### config.mk
export PLATFORM = sky130hd
export DESIGN_NAME = accumulate_out_stage
export DESIGN_NICKNAME = d
export VERILOG_FILES = /design/src/rtl/accumulate_out_pkg.sv /design/src/rtl/accumulate_round_sat.sv /design/src/rtl/accumulate_out_stage.sv
export SDC_FILE = /design/constraint.sdc
export NUM_CORES = 1
export LEC_CHECK = 0
export ABC_AREA = 1
export ABC_CLOCK_PERIOD_IN_PS = 1400
export BUFFER_PORTS_ARGS = -buffer_cell sky130_fd_sc_hd__buf_4
export CORE_MARGIN = 3
export CORE_UTILIZATION = 49
export DETAILED_ROUTE_END_ITERATION = 12
export PLACE_DENSITY = 0.78
export SLEW_MARGIN = 20
export SYNTH_ARGS = -nofsm -noshare
export SYNTH_HDL_FRONTEND = slang
export SYNTH_HIERARCHICAL = 1
export SYNTH_SLANG_ARGS = --single-unit
### constraint.sdc
create_clock -name clk -period 1.4 [get_ports clk]
set_input_delay 0.28 -clock clk [delete_from_list [all_inputs] [get_ports clk]]
set_output_delay 0.28 -clock clk [all_outputs]
set_load 0.01 [all_outputs]
### src/rtl/accumulate_out_pkg.sv
// Shared types and constant helpers for the accumulator output stage.
package accumulate_out_pkg;

   localparam int ACC_LSB = 100;
   localparam int RAW_W   = 72;
   localparam int S_W     = 144;

   typedef enum logic [1:0] {
      ST_EMPTY,
      ST_ACC,
      ST_HI,
      ST_LO
   } out_state_t;

   // Largest signed value representable in sat_w bits, sign-extended to RAW_W.
   function automatic logic [RAW_W-1:0] sat_max(input int sat_w);
      logic [RAW_W-1:0] v;
      for (int i = 0; i < RAW_W; i++) begin
         v[i] = (i < sat_w - 1);
      end
      return v;
   endfunction

   // Smallest signed value representable in sat_w bits, sign-extended to RAW_W.
   function automatic logic [RAW_W-1:0] sat_min(input int sat_w);
      logic [RAW_W-1:0] v;
      for (int i = 0; i < RAW_W; i++) begin
         v[i] = (i >= sat_w - 1);
      end
      return v;
   endfunction

   // Half-LSB bias for round-half-up; zero when nothing is dropped.
   function automatic logic [RAW_W-1:0] rnd_bias(input int rnd_shift);
      logic [RAW_W-1:0] v;
      v = '0;
      if (rnd_shift > 0) begin
         v[rnd_shift-1] = 1'b1;
      end
      return v;
   endfunction

endpackage

### src/rtl/accumulate_round_sat.sv
// Combinational round-half-up and signed saturation of the accumulate field.
module accumulate_round_sat
   import accumulate_out_pkg::*;
#(
   parameter int ACC_W     = 44,
   parameter int RND_SHIFT = 8,
   parameter int SAT_W     = 36
) (
   input  logic [ACC_W-1:0] field,
   output logic [SAT_W-1:0] value,
   output logic             sat
);

   localparam logic [RAW_W-1:0] SAT_MAX = sat_max(SAT_W);
   localparam logic [RAW_W-1:0] SAT_MIN = sat_min(SAT_W);
   localparam logic [ACC_W:0]   BIAS    = (ACC_W+1)'(rnd_bias(RND_SHIFT));

   logic signed [ACC_W:0]   sum;
   logic signed [ACC_W:0]   t;
   logic signed [RAW_W-1:0] t_wide;

   // One extra bit keeps the rounding add from overflowing; the shifted result is then clamped.
   always_comb begin
      sum    = signed'({field[ACC_W-1], field}) + signed'(BIAS);
      t      = sum >>> RND_SHIFT;
      t_wide = {{(RAW_W-ACC_W-1){t[ACC_W]}}, t};
      value  = t_wide[SAT_W-1:0];
      sat    = 1'b0;
      if (t_wide > signed'(SAT_MAX)) begin
         value = SAT_MAX[SAT_W-1:0];
         sat   = 1'b1;
      end else if (t_wide < signed'(SAT_MIN)) begin
         value = SAT_MIN[SAT_W-1:0];
         sat   = 1'b1;
      end
   end

endmodule

### src/rtl/accumulate_out_stage.sv
// Converts the 144-bit S bus into 72-bit output beats: raw pairs or a rounded accumulate result.
module accumulate_out_stage
   import accumulate_out_pkg::*;
#(
   parameter int ACC_W     = 44,
   parameter int RND_SHIFT = 8,
   parameter int SAT_W     = 36,
   parameter int CNT_W     = 16
) (
   input  logic               clk,
   input  logic               reset,
   input  logic [S_W-1:0]     s_in,
   input  logic               s_mode,
   input  logic               s_valid,
   output logic               s_ready,
   output logic [RAW_W-1:0]   m_data,
   output logic               m_valid,
   input  logic               m_ready,
   output logic               m_last,
   output logic               m_sat,
   output logic [CNT_W-1:0]   sat_cnt
);

   out_state_t        state;
   out_state_t        state_next;
   logic [RAW_W-1:0]  held_lo;
   logic [SAT_W-1:0]  acc_value;
   logic              acc_sat;
   logic [RAW_W-1:0]  acc_beat;
   logic              accept;

   accumulate_round_sat #(
      .ACC_W     (ACC_W),
      .RND_SHIFT (RND_SHIFT),
      .SAT_W     (SAT_W)
   ) u_round_sat (
      .field (s_in[ACC_LSB +: ACC_W]),
      .value (acc_value),
      .sat   (acc_sat)
   );

   // Handshake and beat formatting; a new word may load in the same cycle the last beat leaves.
   always_comb begin
      acc_beat = RAW_W'(signed'(acc_value));
      m_valid  = (state != ST_EMPTY);
      s_ready  = reset & ((state == ST_EMPTY) |
                          (m_ready & ((state == ST_ACC) | (state == ST_LO))));
      accept   = s_valid & s_ready;
   end

   // Next-state selection for the beat sequencer.
   always_comb begin
      state_next = state;
      case (state)
         ST_EMPTY, ST_ACC, ST_LO: begin
            if (accept) begin
               state_next = s_mode ? ST_HI : ST_ACC;
            end else if ((state != ST_EMPTY) && m_ready) begin
               state_next = ST_EMPTY;
            end
         end
         ST_HI: begin
            if (m_ready) begin
               state_next = ST_LO;
            end
         end
         default: state_next = ST_EMPTY;
      endcase
   end

   // State register; reset drops any in-flight word immediately.
   always_ff @(posedge clk or negedge reset) begin
      if (!reset) begin
         state <= ST_EMPTY;
      end else begin
         state <= state_next;
      end
   end

   // Output beat and held low half; they stay put while downstream stalls.
   always_ff @(posedge clk or negedge reset) begin
      if (!reset) begin
         m_data  <= '0;
         m_last  <= 1'b0;
         m_sat   <= 1'b0;
         held_lo <= '0;
      end else if (accept) begin
         if (s_mode) begin
            m_data  <= s_in[S_W-1:RAW_W];
            m_last  <= 1'b0;
            m_sat   <= 1'b0;
            held_lo <= s_in[RAW_W-1:0];
         end else begin
            m_data  <= acc_beat;
            m_last  <= 1'b1;
            m_sat   <= acc_sat;
         end
      end else if ((state == ST_HI) && m_ready) begin
         m_data <= held_lo;
         m_last <= 1'b1;
         m_sat  <= 1'b0;
      end
   end

   // Saturation event counter, sticky at all-ones.
   always_ff @(posedge clk or negedge reset) begin
      if (!reset) begin
         sat_cnt <= '0;
      end else if (m_valid && m_ready && m_sat && (sat_cnt != {CNT_W{1'b1}})) begin
         sat_cnt <= sat_cnt + 1'b1;
      end
   end

endmodule

After elaboration in Yosys (flattened, before gate mapping). Index checks and enable logic that the tools add are counted.

$add $sub $neg: 2. Magnitude comparators: 2. Equal/unequal tests: 6. Multiplexer cells: 18. Bitwise gates (word level): 5. Reductions and logical operators: 10.

Operators with widths (number): 72-bit 2-to-1 mux (3); 36-bit 2-to-1 mux (2); 44-bit by 9-bit adder with 45-bit output, second input constant (1); 37-bit by 36-bit > comparator with 1-bit output, second input constant (1); 37-bit by 36-bit < comparator with 1-bit output, second input constant (1); 16-bit by 1-bit adder with 16-bit output, second input constant (1); 16-bit != test, second input constant (1); 1-bit 2-to-1 mux (8); 2-bit 2-to-1 mux (4); 2-bit == test, second input constant (2); 1-bit logical AND (4); 2-bit one-hot mux with 2 select lines (1); 2-bit AND reduction (2); 2-bit nonzero test (2); 1-bit bitwise AND (3); 3-bit != test, second input constant (1); 3-bit OR reduction (1); 2-bit by 1-bit == test with 1-bit output, second input constant (1); 2-bit zero test (1); 2-bit != test, second input constant (1); 1-bit OR (2).

Flip-flop bits (word level): 164. Output and inout bits: 92. Logic and storage cells: 49.

Logic depth before layout (Yosys ltp). Gate-level depths: netlist (run 1).

Depth after elaboration: 8. Gate-level depth with buffers: 15. Depth with buffers taken out: 14.

Cells and area by module. The synthesis (run 1) kept the hierarchy.

By module, submodules not included: accumulate_out_stage (times used 1, cells an instance 1074, area each 8052.7 um2); accumulate_round_sat (times used 1, cells an instance 286, area each 1448.9 um2).

Worst setup path before layout (run 1). OpenSTA, ideal clock, no wires.

Path type: input to register. Start: in s_in[107]. End: reg m_data[9]. Library setup time: 0.125 ns. Data arrival time: 1.688 ns. Required time: 1.275 ns. Slack: -0.413 ns. Stages: 15. Buffers on the path: 1. Path through: ha_1 -> nand2_1 -> nor2_1 -> nand2_2 -> nor2_4 -> nand2_4 -> nor2_4 -> nand2_2 -> nand3_4 -> buf_12 -> nand2_2 -> nand2_1 -> nand2_1 -> nand3_1 -> nand3_1.

Longest elaborated chain between the ends: 6. Elaborated cells between the ends (all ways): 7. Classes of those cells: add/sub: 1; order compare: 2; mux: 4.

Ends and longest elaborated chain: start: declaration (line accumulate_out_stage.sv:12) `input logic [S_W-1:0] s_in,`; 44-bit by 9-bit adder with 45-bit output * (line accumulate_round_sat.sv:24) `sum = signed'({field[ACC_W-1], field}) + signed'(BIAS);`; 37-bit by 36-bit < comparator with 1-bit output (line accumulate_round_sat.sv:32) `end else if (t_wide < signed'(SAT_MIN)) begin`; 36-bit 2-to-1 mux (line accumulate_round_sat.sv:32); 36-bit 2-to-1 mux * (line accumulate_round_sat.sv:29) `if (t_wide > signed'(SAT_MAX)) begin`; via acc_value[9] (line accumulate_out_stage.sv:27) `logic [SAT_W-1:0] acc_value;`; 72-bit 2-to-1 mux * (line accumulate_out_stage.sv:88) `if (s_mode) begin`; 72-bit 2-to-1 mux * (line accumulate_out_stage.sv:87) `end else if (accept) begin`; end signal: assignment (line accumulate_out_stage.sv:89) `m_data <= s_in[S_W-1:RAW_W];`; end signal: assignment (line accumulate_out_stage.sv:94) `m_data <= acc_beat;`; end signal: assignment (line accumulate_out_stage.sv:99) `m_data <= held_lo;`; end: declaration (line accumulate_out_stage.sv:16) `output logic [RAW_W-1:0] m_data,`.

Mark *: on every way through the listed nets, which the timed path passes. The rest lies on a longest branch. A chain may end at the register's enable or synchronous reset.

Worst setup path after layout (run 1).
Start: reg state[0]. End: reg held_lo[63].

Longest elaborated chain between the ends: 7. Elaborated cells between the ends (all ways): 9. Classes of those cells: eq/ne: 2; bitwise: 5; reduce/logical: 2.

Ends and longest elaborated chain: start: declaration (line accumulate_out_stage.sv:24) `out_state_t state;`; start signal: assignment (line accumulate_out_stage.sv:76) `state <= state_next;`; 2-bit by 1-bit == test with 1-bit output / 2-bit == test (equally long branches) (line accumulate_out_stage.sv:47) `(m_ready & ((state == ST_ACC) | (state == ST_LO))));`; 1-bit OR (line accumulate_out_stage.sv:47); 1-bit bitwise AND (line accumulate_out_stage.sv:47); 1-bit OR * (line accumulate_out_stage.sv:46) `s_ready = reset & ((state == ST_EMPTY) |`; 1-bit bitwise AND * (line accumulate_out_stage.sv:46); 1-bit bitwise AND * (line accumulate_out_stage.sv:48) `accept = s_valid & s_ready;`; 2-bit AND reduction (no source line) *; end signal: assignment (line accumulate_out_stage.sv:92) `held_lo <= s_in[RAW_W-1:0];`; end: declaration (line accumulate_out_stage.sv:26) `logic [RAW_W-1:0] held_lo;`.

Every way passes the cells marked *; elsewhere a longest branch is shown, timed or not.

==> metrics.txt, run 1 <==
status=complete, but fails checks; violated checks=hold timing, setup timing; largest family of logic cells by synthesized area=simple AND/OR/NAND/NOR gates; worst rel slew slack=0.6333; met1 Usage GRT=0.4064; die area=21,100 um2; crit share post-route=1.247; Mapped Cells=1,360; vias in the first global route=10,220; top cell type's share of synthesized area=0.4319; Crit-path slowest cell=dfrtp_1; simple-gate share of the synthesized area=0.4040; RSZ-0062 raised after global routing=yes; H-tree levels=4; Crit path max-delay family=buffers and inverters; Hold WS=-0.02005 ns; worst hold-check path type=in -> async; Synth Cell Area=9502 um2; Final setup violation count=162; area share of fa/ha/maj cells after synthesis=0.002634; post-synthesis mux area share=0; CTS Root Cell=clkbuf_16; post-route setup TNS=-42.06 ns; Antenna diodes=0; R2R cell count=11; R2R Setup Slk=-0.35 ns; Worst Skew=0.007996 ns; Crit Path Class=reg -> reg; initial drt markers=836; gr busiest metal=met2; share of layout cells above drive strength 1=0.3107; Placement Setup Slack=-0.5963 ns; Routed Antenna Nets=0; XOR/XNOR share of the synthesized area=0.02765; pins over their slew limit=0; Num CTS Buffers=17; max-cap check violation count=0; clock latency on the worst-skew pair=0.43 ns; min cycle time layout=1.746 ns; Synth Area in Compound Gates=0.04662; Worst setup EP type=register; Arr. time, crit path=2.06 ns; Unique masters post-synth=32; #FFs+latches synth=164; Layout Utilization=0.7364; Synthesized Nets=1,511; maximum clock path buffer count=2; Port Buf Inserts=240; DRT Pass-1 Iters=6; Worst IR Drop VDD=0.0008101 V; Initial Util=0.5029; CTS tree=done; Most Frequent Cell on Critical Path=inv_2; number of placement rows=50; I/O Pins=241; met3 usage=0.06933; WL per Instance=16.78 um; WP buf/inv=5; vias=10,500; Die Height=145.3 um; antenna violations before repair=0; worst-margin pin slew=0.5500 ns; clock sinks=164; Detailed Place HPWL=23.44 mm; synthesis warning total=6; hold_buf cts=0; ranking of synthesized cells by area=dfrtp_1 43%, nand2_1 21%, nand3_1 13%; core region area=18,890 um2; DRC=0; Multi-input gate area=4772 um2; fmax=0.5729 GHz; vias per std cell=5.261; WP data required=1.72 ns; die width=145.3 um; Pleak=7.430 nW; register area=4109 um2; Yosys top cell by area=dfrtp_1; Crit. path cell count=11; Critical Path Start Type=register; worst-path cell chain=inv_2 -> nor2_2 -> inv_2 -> nand2_2 -> nor2_4 -> buf_4 -> buf_8 -> nand3_4 -> buf_12 -> nand2_1 -> o21ai_1; total wire length=33.48 mm; Final Worst Setup Slack=-0.3456 ns; synthesis-to-layout area growth=46.42%; Synth Area per Inst=6.986 um2; Final Hold Fails=24; pin count of the biggest net entering global routing=95; GR Util met2=0.4840; pwr/cell area=1470 nW/um2; sequential element share of the synthesized area=0.4319; first-pass GRT wire length=51.85 mm; # nets final=1,873; routability cong.=1.034; clk slew on worst S/H paths=0.07 ns; Worst R2R End=held_lo[63]$_DFFE_PN0P_; R2R Path Start=state[0]$_DFFE_PN0P_; total grt overflow=0; Max FO, Critical Path=38; crit-path max cell delay=0.41 ns; filler cell count=1,523; Tot GR Track Use=0.3013
worst max-delay path by stage:
stage / startpoint / endpoint
2_1_floorplan: s_in[108] / m_data[9]$_DFFE_PN0P_
3_3_place_gp: s_in[108] / m_data[17]$_DFFE_PN0P_
3_5_place_dp: s_in[108] / m_data[21]$_DFFE_PN0P_
4_1_cts: state[0]$_DFFE_PN0P_ / s_ready
5_1_grt: state[0]$_DFFE_PN0P_ / s_ready
6_report: state[0]$_DFFE_PN0P_ / held_lo[63]$_DFFE_PN0P_
state kept, by name (all words and copies together) (netlist names):
register and cells:
m_data 72, held_lo 72, state 2, m_last 1, m_sat 1, sat_cnt 16
power by group:
group          total (mW)  internal [mW]  switching, mW
Sequential           7.92           6.69           1.23
Combinational        7.45           3.66           3.79
Clock                5.07           2.88           2.20
cells in the final DEF (no fill, tap or decap), drive strengths merged:
master,netlist,routed
bufinv,0,3
clkinvlp,0,1
nand4,13,13
ha,2,2
dfrtp,164,164
and3,1,1
nand3,242,242
xor2,15,15
clkinv,1,5
inv,114,121
o21ai,78,78
xnor2,15,15
buf,57,412
nand2,551,551
nor2,81,81
nand3b,3,3
o21bai,4,4
clkbuf,19,24
final cells by class:
type,instances,share of cell area
Inverter,115,0.03193
Clock inverter,14,0.01376
Tap cell,260,0.02338
Sequential cell,164,0.2954
Multi-Input combinational cell,1005,0.3430
Timing Repair Buffer,418,0.2612
Clock buffer,18,0.03085
Timing Repair inverter,1,0.0005396
what timing repair did:
item / CTS / global route
cloned: 1 / 8
buffers inserted: 13 / 2
setup endpoints to repair: 159 / 179
pin swaps: 10 / 4
resized for setup: 33 / 53
hold endpoints to repair: 0 / 0
synthesized netlist by cell type (all sizes together):
library cell	instances
o21bai	4
nand2	551
ha	2
inv	114
clkinv	1
and3	1
nor2	81
clkbuf	19
dfrtp	164
nand4	13
xor2	15
xnor2	15
buf	57
nand3	242
nand3b	3
o21ai	78
worst min-delay path: cells and delay by family:
family                 cells  cell delay [ns]
buffers and inverters      3             0.56
cells by family (layout without fill, tap and decap cells):
group,Yosys count,after routing
simple gates,891,891
buf+inv,191,566
flops,164,164
compound gates,82,82
xor+xnor,30,30
fa+ha+maj,2,2
per-stage QoR:
| step | std cells | cell area (um2) | total power [mW] |
|---|---|---|---|
| after floorplan | 1360 | 9597 | 11.14 |
| after global placement | 1940 | 12730 | 14.57 |
| after detailed placement | 1940 | 12730 | 14.80 |
| after CTS | 1985 | 13540 | 20.10 |
| after global routing | 1995 | 13910 | 21.67 |
| final | 1995 | 13910 | 20.45 |
metal layers:
metal	wire, um	vias up
met5	0	-
met4	905	0
met3	2682	65
met2	16090	485
met1	13810	4918
li1	-	5028
Note: power is estimated with default switching activity, not from simulation.
==> inputs of run 2 (changes only) <==
- ABC_AREA: 1 -> unset
- CORE_UTILIZATION: 49 -> 48
==> run 2 against run 1 <==
  * The flow finishes with violations (setup timing)
  * Routed wire length rose by 5.8%
  * Critical path type unchanged
  * Clock skew rose by 0.0047 ns
  * Hold slack better by 0.088 ns
  * Register-to-register slack worse by 0.10 ns
  * Via count decreased by 20%
  * Critical path depth fell by 4
  * Utilization increased by 11 points
==> metrics.txt, run 2 <==
core region area=16,880 um2 (was 18,890 um2); #FFs+latches synth=164 (unchanged); vias=8,439 (was 10,500); commonest non-fill, non-tap cell in the layout=buf_4 (was nand2_1); post-route setup TNS=-57.39 ns (was -42.06 ns); Antenna diodes=0 (unchanged); DP Area=11,700 um2 (was 12,730 um2); Synthesized Nets=888 (was 1,511); CTS tree=done (unchanged); worst-path cell chain=ha_2 -> nand4_1 -> buf_4 -> nor4_4 -> buf_6 -> nor4_1 -> xor2_1 (was inv_2 -> nor2_2 -> inv_2 -> nand2_2 -> nor2_4 -> buf_4 -> buf_8 -> nand3_4 -> buf_12 -> nand2_1 -> o21ai_1); Die Height=138.3 um (was 145.3 um); EDFF count, synth=0 (unchanged); clock latency on the worst-skew pair=0.44 ns (was 0.43 ns); Routed Antenna Nets=0 (unchanged); CTS Root Cell=clkbuf_16 (unchanged); Worst IR Drop VDD=0.001237 V (was 0.0008101 V); antenna violations before repair=1 (was 0); Placement Setup Slack=-0.7437 ns (was -0.5963 ns); sequential element share of the synthesized area=0.4887 (was 0.4319); routability cong.=0.9012 (was 1.034); Synth Flop Type=dfrtp_1 (unchanged); # nets final=1,292 (was 1,873); count leader, synth=dfrtp_1 (was nand2_1); die area=19,120 um2 (was 21,100 um2); max-cap check violation count=0 (unchanged); status=complete, but fails checks (unchanged); synthesis warning total=6 (unchanged); Crit path max-delay family=simple AND/OR/NAND/NOR gates (was buffers and inverters); DRT Pass-1 Iters=6 (unchanged); Worst Skew=0.01269 ns (was 0.007996 ns); Unique masters post-synth=55 (was 32); Pleak=6.728 nW (was 7.430 nW); violated checks=setup timing (was hold timing, setup timing); Arr. time, crit path=2.15 ns (was 2.06 ns); initial drt markers=789 (was 836); Yosys top cell by area=dfrtp_1 (unchanged); Synth Cell Area=8397 um2 (was 9502 um2); total wire length=35.42 mm (was 33.48 mm); Tot GR Track Use=0.2962 (was 0.3013); total grt overflow=0 (unchanged); top post-synthesis cells by count=164 x dfrtp_1, 68 x mux2_1, 38 x nand2_1 (was 531 x nand2_1, 238 x nand3_1, 164 x dfrtp_1, 111 x inv_1); worst-margin pin slew=0.9678 ns (was 0.5500 ns); I/O Pins=241 (unchanged); pwr/cell area=1702 nW/um2 (was 1470 nW/um2); WL per Instance=25.78 um (was 16.78 um); WP buf/inv=2 (was 5); synthesis-to-layout area growth=69.36% (was 46.42%); Critical Path Start Type=register (unchanged); crit share post-route=1.321 (was 1.247); worst hold-check path type=in -> reg (was in -> async); WP data required=1.70 ns (was 1.72 ns); min cycle time layout=1.849 ns (was 1.746 ns); pin count of the biggest net entering global routing=165 (was 95); ranking of synthesized cells by area=dfrtp_1 49%, mux2_1 9.1%, mux2i_1 4.2% (was dfrtp_1 43%, nand2_1 21%, nand3_1 13%); DRC=0 (unchanged); Synth Area per Inst=11.39 um2 (was 6.986 um2); first-pass GRT wire length=44.97 mm (was 51.85 mm); crit-path max cell delay=0.39 ns (was 0.41 ns); vias per std cell=6.142 (was 5.261); Final Hold Fails=0 (was 24); Port Buf Inserts=240 (unchanged); asr flop ratio synth=1.000 (unchanged); clock sinks=164 (unchanged); RSZ-0062 raised after global routing=yes (unchanged); post-route cell area=14,220 um2 (was 13,910 um2); most frequent cells in the layout=327 x buf_4, 159 x dfrtp_1, 73 x mux2_4 (was 508 x nand2_1, 362 x buf_4, 236 x nand3_1); Final setup violation count=175 (was 162); Worst setup EP type=register (unchanged); pins over their slew limit=0 (unchanged); Power, Total=24.20 mW (was 20.45 mW); Crit Path Class=reg -> reg (unchanged); Layout Utilization=0.8426 (was 0.7364); top cell type's share of synthesized area=0.4887 (was 0.4319); Max FO, Critical Path=7 (was 38); number of placement rows=47 (was 50); Crit-path slowest cell=dfrtp_2 (was dfrtp_1); Largest regs=held_lo (72), m_data (72), sat_cnt (16) (unchanged); die width=138.3 um (was 145.3 um); worst rel slew slack=0.3548 (was 0.6333); Num CTS Buffers=17 (unchanged); vias in the first global route=8,075 (was 10,220); Initial Util=0.4975 (was 0.5029); maximum clock path buffer count=2 (unchanged); Detailed Place HPWL=19.70 mm (was 23.44 mm); H-tree levels=4 (unchanged); clk slew on worst S/H paths=0.07 ns (about the same); fmax=0.5409 GHz (was 0.5729 GHz); Final Worst Setup Slack=-0.4488 ns (was -0.3456 ns); share of layout cells above drive strength 1=0.5858 (was 0.3107); Mapped Cells=737 (was 1,360)
[run 2: what timing repair did]
item | CTS | global route
pin swaps | 9 | 61
setup buffers | 13 | 38
resized for setup | 50 | 182
hold buffers | 0 | 0
cloned | 6 | 24
endpoints found under the setup margin | 177 | 183
[run 2: worst paths after layout]
| path | endpoint | from | slack (ns) | cells after the start |
|---|---|---|---|---|
| min | held_lo[71]$_DFFE_PN0P_ | s_in[71] | 0.07 | 2 |
| min in group asynchronous | state[0]$_DFFE_PN0P_ | reset | 0.08 | 3 |
| min reg2reg | m_data[45]$_DFFE_PN0P_ | m_data[45]$_DFFE_PN0P_ | 0.49 | 1 |
| max | sat_cnt[7]$_DFFE_PN0P_ | sat_cnt[0]$_DFFE_PN0P_ | -0.45 | 7 |
| max reg2reg | sat_cnt[7]$_DFFE_PN0P_ | sat_cnt[0]$_DFFE_PN0P_ | -0.45 | 7 |
| max in group asynchronous | m_data[28]$_DFFE_PN0P_ | reset | 0.55 | 3 |
[run 2: area by class of cell]
| type | count | area (um2) |
|---|---|---|
| clock buffers | 17 | 425.4 |
| clock inverters | 15 | 192.7 |
| fillers | 817 | 2656 |
| inverters | 8 | 32.53 |
| multi-input cells | 516 | 5072 |
| flip-flops and latches | 164 | 4110 |
| well taps | 220 | 275.3 |
| repair buffers | 434 | 4113 |
[run 2: metal layers]
metal	GRT usage	vias to the layer above	wire length, um	share of wire
li1	-	3555	-	-
met5	0	-	11	0.00031
met3	0.06146	101	3114	0.088
met4	0.08996	2	1234	0.035
met2	0.4866	522	17590	0.50
met1	0.3989	4259	13470	0.38
[run 2: report_power, final]
group,internal [mW],switching [mW],leakage [nW]
clock network,2.86,2.19,0.290
registers,6.88,1.63,1.99
logic,6.14,4.50,4.44
[run 2: cell families (layout without fill, tap and decap cells)]
group	after synthesis	after routing	synth area share
flip-flops	164	164	0.4888
buffers and inverters	61	474	0.03949
AO/OA/AOI/OAI	177	177	0.1542
AND/OR/NAND/NOR	180	184	0.1277
adder cells (fa/ha/maj)	2	2	0.002980
multiplexers	109	109	0.1410
XOR/XNOR	44	44	0.04589
[run 2: metrics by stage]
step,hold WS [ns],instances
after floorplan,-0.01559,737
after global placement,0.4699,1274
after detailed placement,0.4777,1274
after CTS,0.06608,1325
after global routing,0.05559,1374
final,0.06773,1374
==> inputs of run 3 (changes only) <==
- ABC_CLOCK_PERIOD_IN_PS: 1400 -> 1950
- CORE_UTILIZATION: 48 -> 53
- GPL_TIMING_DRIVEN: unset -> 0
- PLACE_DENSITY: 0.78 -> 0.81
- clock period: 1.4 -> 1.95 ns (I/O delays scaled with it)
==> run 3 against run 2 <==
  * The run now ends clean
  * Die area fell by 9.0%
  * Sequential share of layout area increased by 6.6 points
  * Clock skew decreased by 0.0032 ns
  * Worst setup slack improved by 0.49 ns
  * Clock power is 30% lower
  * Design area is 19% lower
  * Non-clock buffer count down 122
  * Utilization fell by 9.0 points
  * Register-to-register slack gained 0.50 ns
  * Combinational power shrank 52%
  * Sequential cell count did not move
  * Clock-buffer cell count is 4 higher
  * Critical endpoint is now m_data[10]$_DFFE_PN0P_
  * Largest power group is now sequential cells
==> metrics.txt, run 3 (synthesis results as in run 2) <==
total wire length=26.20 mm (was 35.42 mm); min cycle time layout=1.911 ns; vias=7,304 (was 8,439); R2R cell count=5 (was 7); crit share post-route=0.9802; fmax=0.5232 GHz; R2R Setup Slk=0.05 ns (was -0.45 ns); Tot GR Track Use=0.2949 (was 0.2962); synthesis-to-layout area growth=37.71% (was 69.36%); Num CTS Buffers=17 (unchanged); total grt overflow=0 (unchanged); Final Worst Setup Slack=0.03864 ns (was -0.4488 ns); R2R Path Start=state[0]$_DFFE_PN0P_ (was sat_cnt[0]$_DFFE_PN0P_); vias per std cell=5.895 (was 6.142); Initial Util=0.5463 (was 0.4975); H-tree levels=4 (unchanged); RSZ-0062 raised after global routing=yes (unchanged); Port Buf Inserts=240 (unchanged); clock sinks=164 (unchanged); initial drt markers=532 (was 789); Detailed Place HPWL=18.71 mm (was 19.70 mm); WL per Instance=21.15 um (was 25.78 um); Antenna diodes=0 (unchanged); DRC=0 (unchanged); # nets final=1,166 (was 1,292); first-pass GRT wire length=40.52 mm (was 44.97 mm); most frequent cells in the layout=257 x buf_4, 163 x dfrtp_1, 68 x mux2_1 (was 327 x buf_4, 159 x dfrtp_1, 73 x mux2_4); Routed Antenna Nets=0 (unchanged); max-cap check violation count=0 (unchanged); worst hold-check path type=in -> async (was in -> reg); clock latency on the worst-skew pair=0.43 ns (was 0.44 ns); Final Hold Fails=0 (unchanged); pin count of the biggest net entering global routing=49 (was 165); WP data required=2.30 ns (was 1.70 ns); Final setup violation count=0 (was 175); vias in the first global route=7,300 (was 8,075); Crit Path Class=in -> reg (was reg -> reg); die width=131.9 um (was 138.3 um); worst rel slew slack=0.5478 (was 0.3548); antenna violations before repair=0 (was 1); CTS Root Cell=clkbuf_16 (unchanged); worst-margin pin slew=0.6784 ns (was 0.9678 ns); maximum clock path buffer count=2 (unchanged); number of placement rows=45 (was 47); status=finished clean (was complete, but fails checks); Worst Skew=0.009466 ns (was 0.01269 ns); Die Height=131.9 um (was 138.3 um); Largest regs=held_lo (72), m_data (72), sat_cnt (16) (unchanged); Inst Count DP=1,189 (was 1,274); I/O Pins=241 (unchanged); Critical Path Start Type=input port (was register); DRT Pass-1 Iters=5 (was 6); Pleak=5.627 nW (was 6.728 nW); CTS tree=done (unchanged); die area=17,390 um2 (was 19,120 um2); pwr/cell area=1252 nW/um2 (was 1702 nW/um2); Worst IR Drop VDD=0.0007722 V (was 0.001237 V); core region area=15,370 um2 (was 16,880 um2); clk slew on worst S/H paths=0.06 ns (was 0.07 ns); Worst setup EP type=register (unchanged); share of layout cells above drive strength 1=0.3667 (was 0.5858); commonest non-fill, non-tap cell in the layout=buf_4 (unchanged); Arr. time, crit path=2.26 ns (was 2.15 ns); pins over their slew limit=0 (unchanged); routability cong.=0.9146 (was 0.9012); Max FO, Critical Path=10 (was 7); Placement Setup Slack=-0.9435 ns (was -0.7437 ns); Layout Cells excl Fill=1,239 (was 1,374); Worst R2R End=held_lo[18]$_DFFE_PN0P_ (was sat_cnt[7]$_DFFE_PN0P_)
run 3: cell types whose count changed in the layout (fill, tap and decap cells not counted), sizes merged:
cell / change
bufbuf: +2
inv: -6
clkinv: +4
and3b: -1
clkbuf: +5
or3: -3
clkinvlp: -2
buf: -125
run 3: power by group:
part | total [mW] | switching [mW] | internal (mW) | leakage [nW]
clock | 3.52 | 1.39 | 2.12 | 0.300
sequential | 5.83 | 0.894 | 4.94 | 2.00
combinational | 5.12 | 2.39 | 2.73 | 3.33
run 3: worst max path at each step:
| stage | slack [ns] | startpoint | depth (start not counted) | to |
|---|---|---|---|---|
| after floorplan | -0.005 | s_in[121] | 10 | m_data[28]$_DFFE_PN0P_ |
| after global placement | -1.82 | reset | 6 | held_lo[40]$_DFFE_PN0P_ |
| after detailed placement | -0.94 | reset | 7 | held_lo[37]$_DFFE_PN0P_ |
| after CTS | 0.02 | s_in[125] | 9 | m_data[10]$_DFFE_PN0P_ |
| after global routing | -0.03 | s_in[122] | 11 | m_data[10]$_DFFE_PN0P_ |
| final | 0.04 | s_in[122] | 11 | m_data[10]$_DFFE_PN0P_ |
run 3: stage by stage:
step	utilization	total power [mW]	hold slack, ns	setup TNS (ns)	instance area (um2)
6_report	0.7523	14.47	0.02646	0	11560
5_1_grt	0.7523	15.26	0.02978	-0.4691	11560
4_1_cts	0.7398	14.44	0.02841	0	11370
3_5_place_dp	0.6851	10.83	0.4606	-121.54	10530
3_3_place_gp	0.6829	10.63	0.4686	-322.48	10500
2_1_floorplan	-	8.411	0.09441	-0.005480	8431
run 3: area by class of cell:
class                   count  area [um2]
clock buffers              21       470.5
inverters                   8       30.03
fillers                  1086        3807
plain buffers              52       339.1
multi-input cells         512        4078
repair buffers            260        2127
flip-flops and latches    164        4105
well taps                 211       264.0
clock inverters            11       150.1
run 3: worst max-delay path, cell delays in order:
cell and delay [ns]:
buf_4 0.12, and4_1 0.22, buf_6 0.13, and4_1 0.18, buf_6 0.14, nand2_2 0.05, or3_4 0.43, buf_6 0.16
o21ai_1 0.16, mux2i_1 0.13, a21oi_1 0.14
run 3: timing repair:
action,4_1_cts,5_1_grt
buffers inserted,2,9
resized for setup,6,46
hold buffers,4,0
setup endpoints to repair,149,121
endpoints found under the hold margin,94,0
gates cloned,2,2
pin swaps,2,8
run 3: layer usage:
| layer | GRT usage | vias to the layer above | wire [um] |
|---|---|---|---|
| li1 | - | 3292 | - |
| met1 | 0.4040 | 3649 | 11010 |
| met2 | 0.4781 | 331 | 12630 |
| met3 | 0.06489 | 32 | 2105 |
| met4 | 0.08051 | 0 | 449 |
| met5 | 0 | - | 0 |
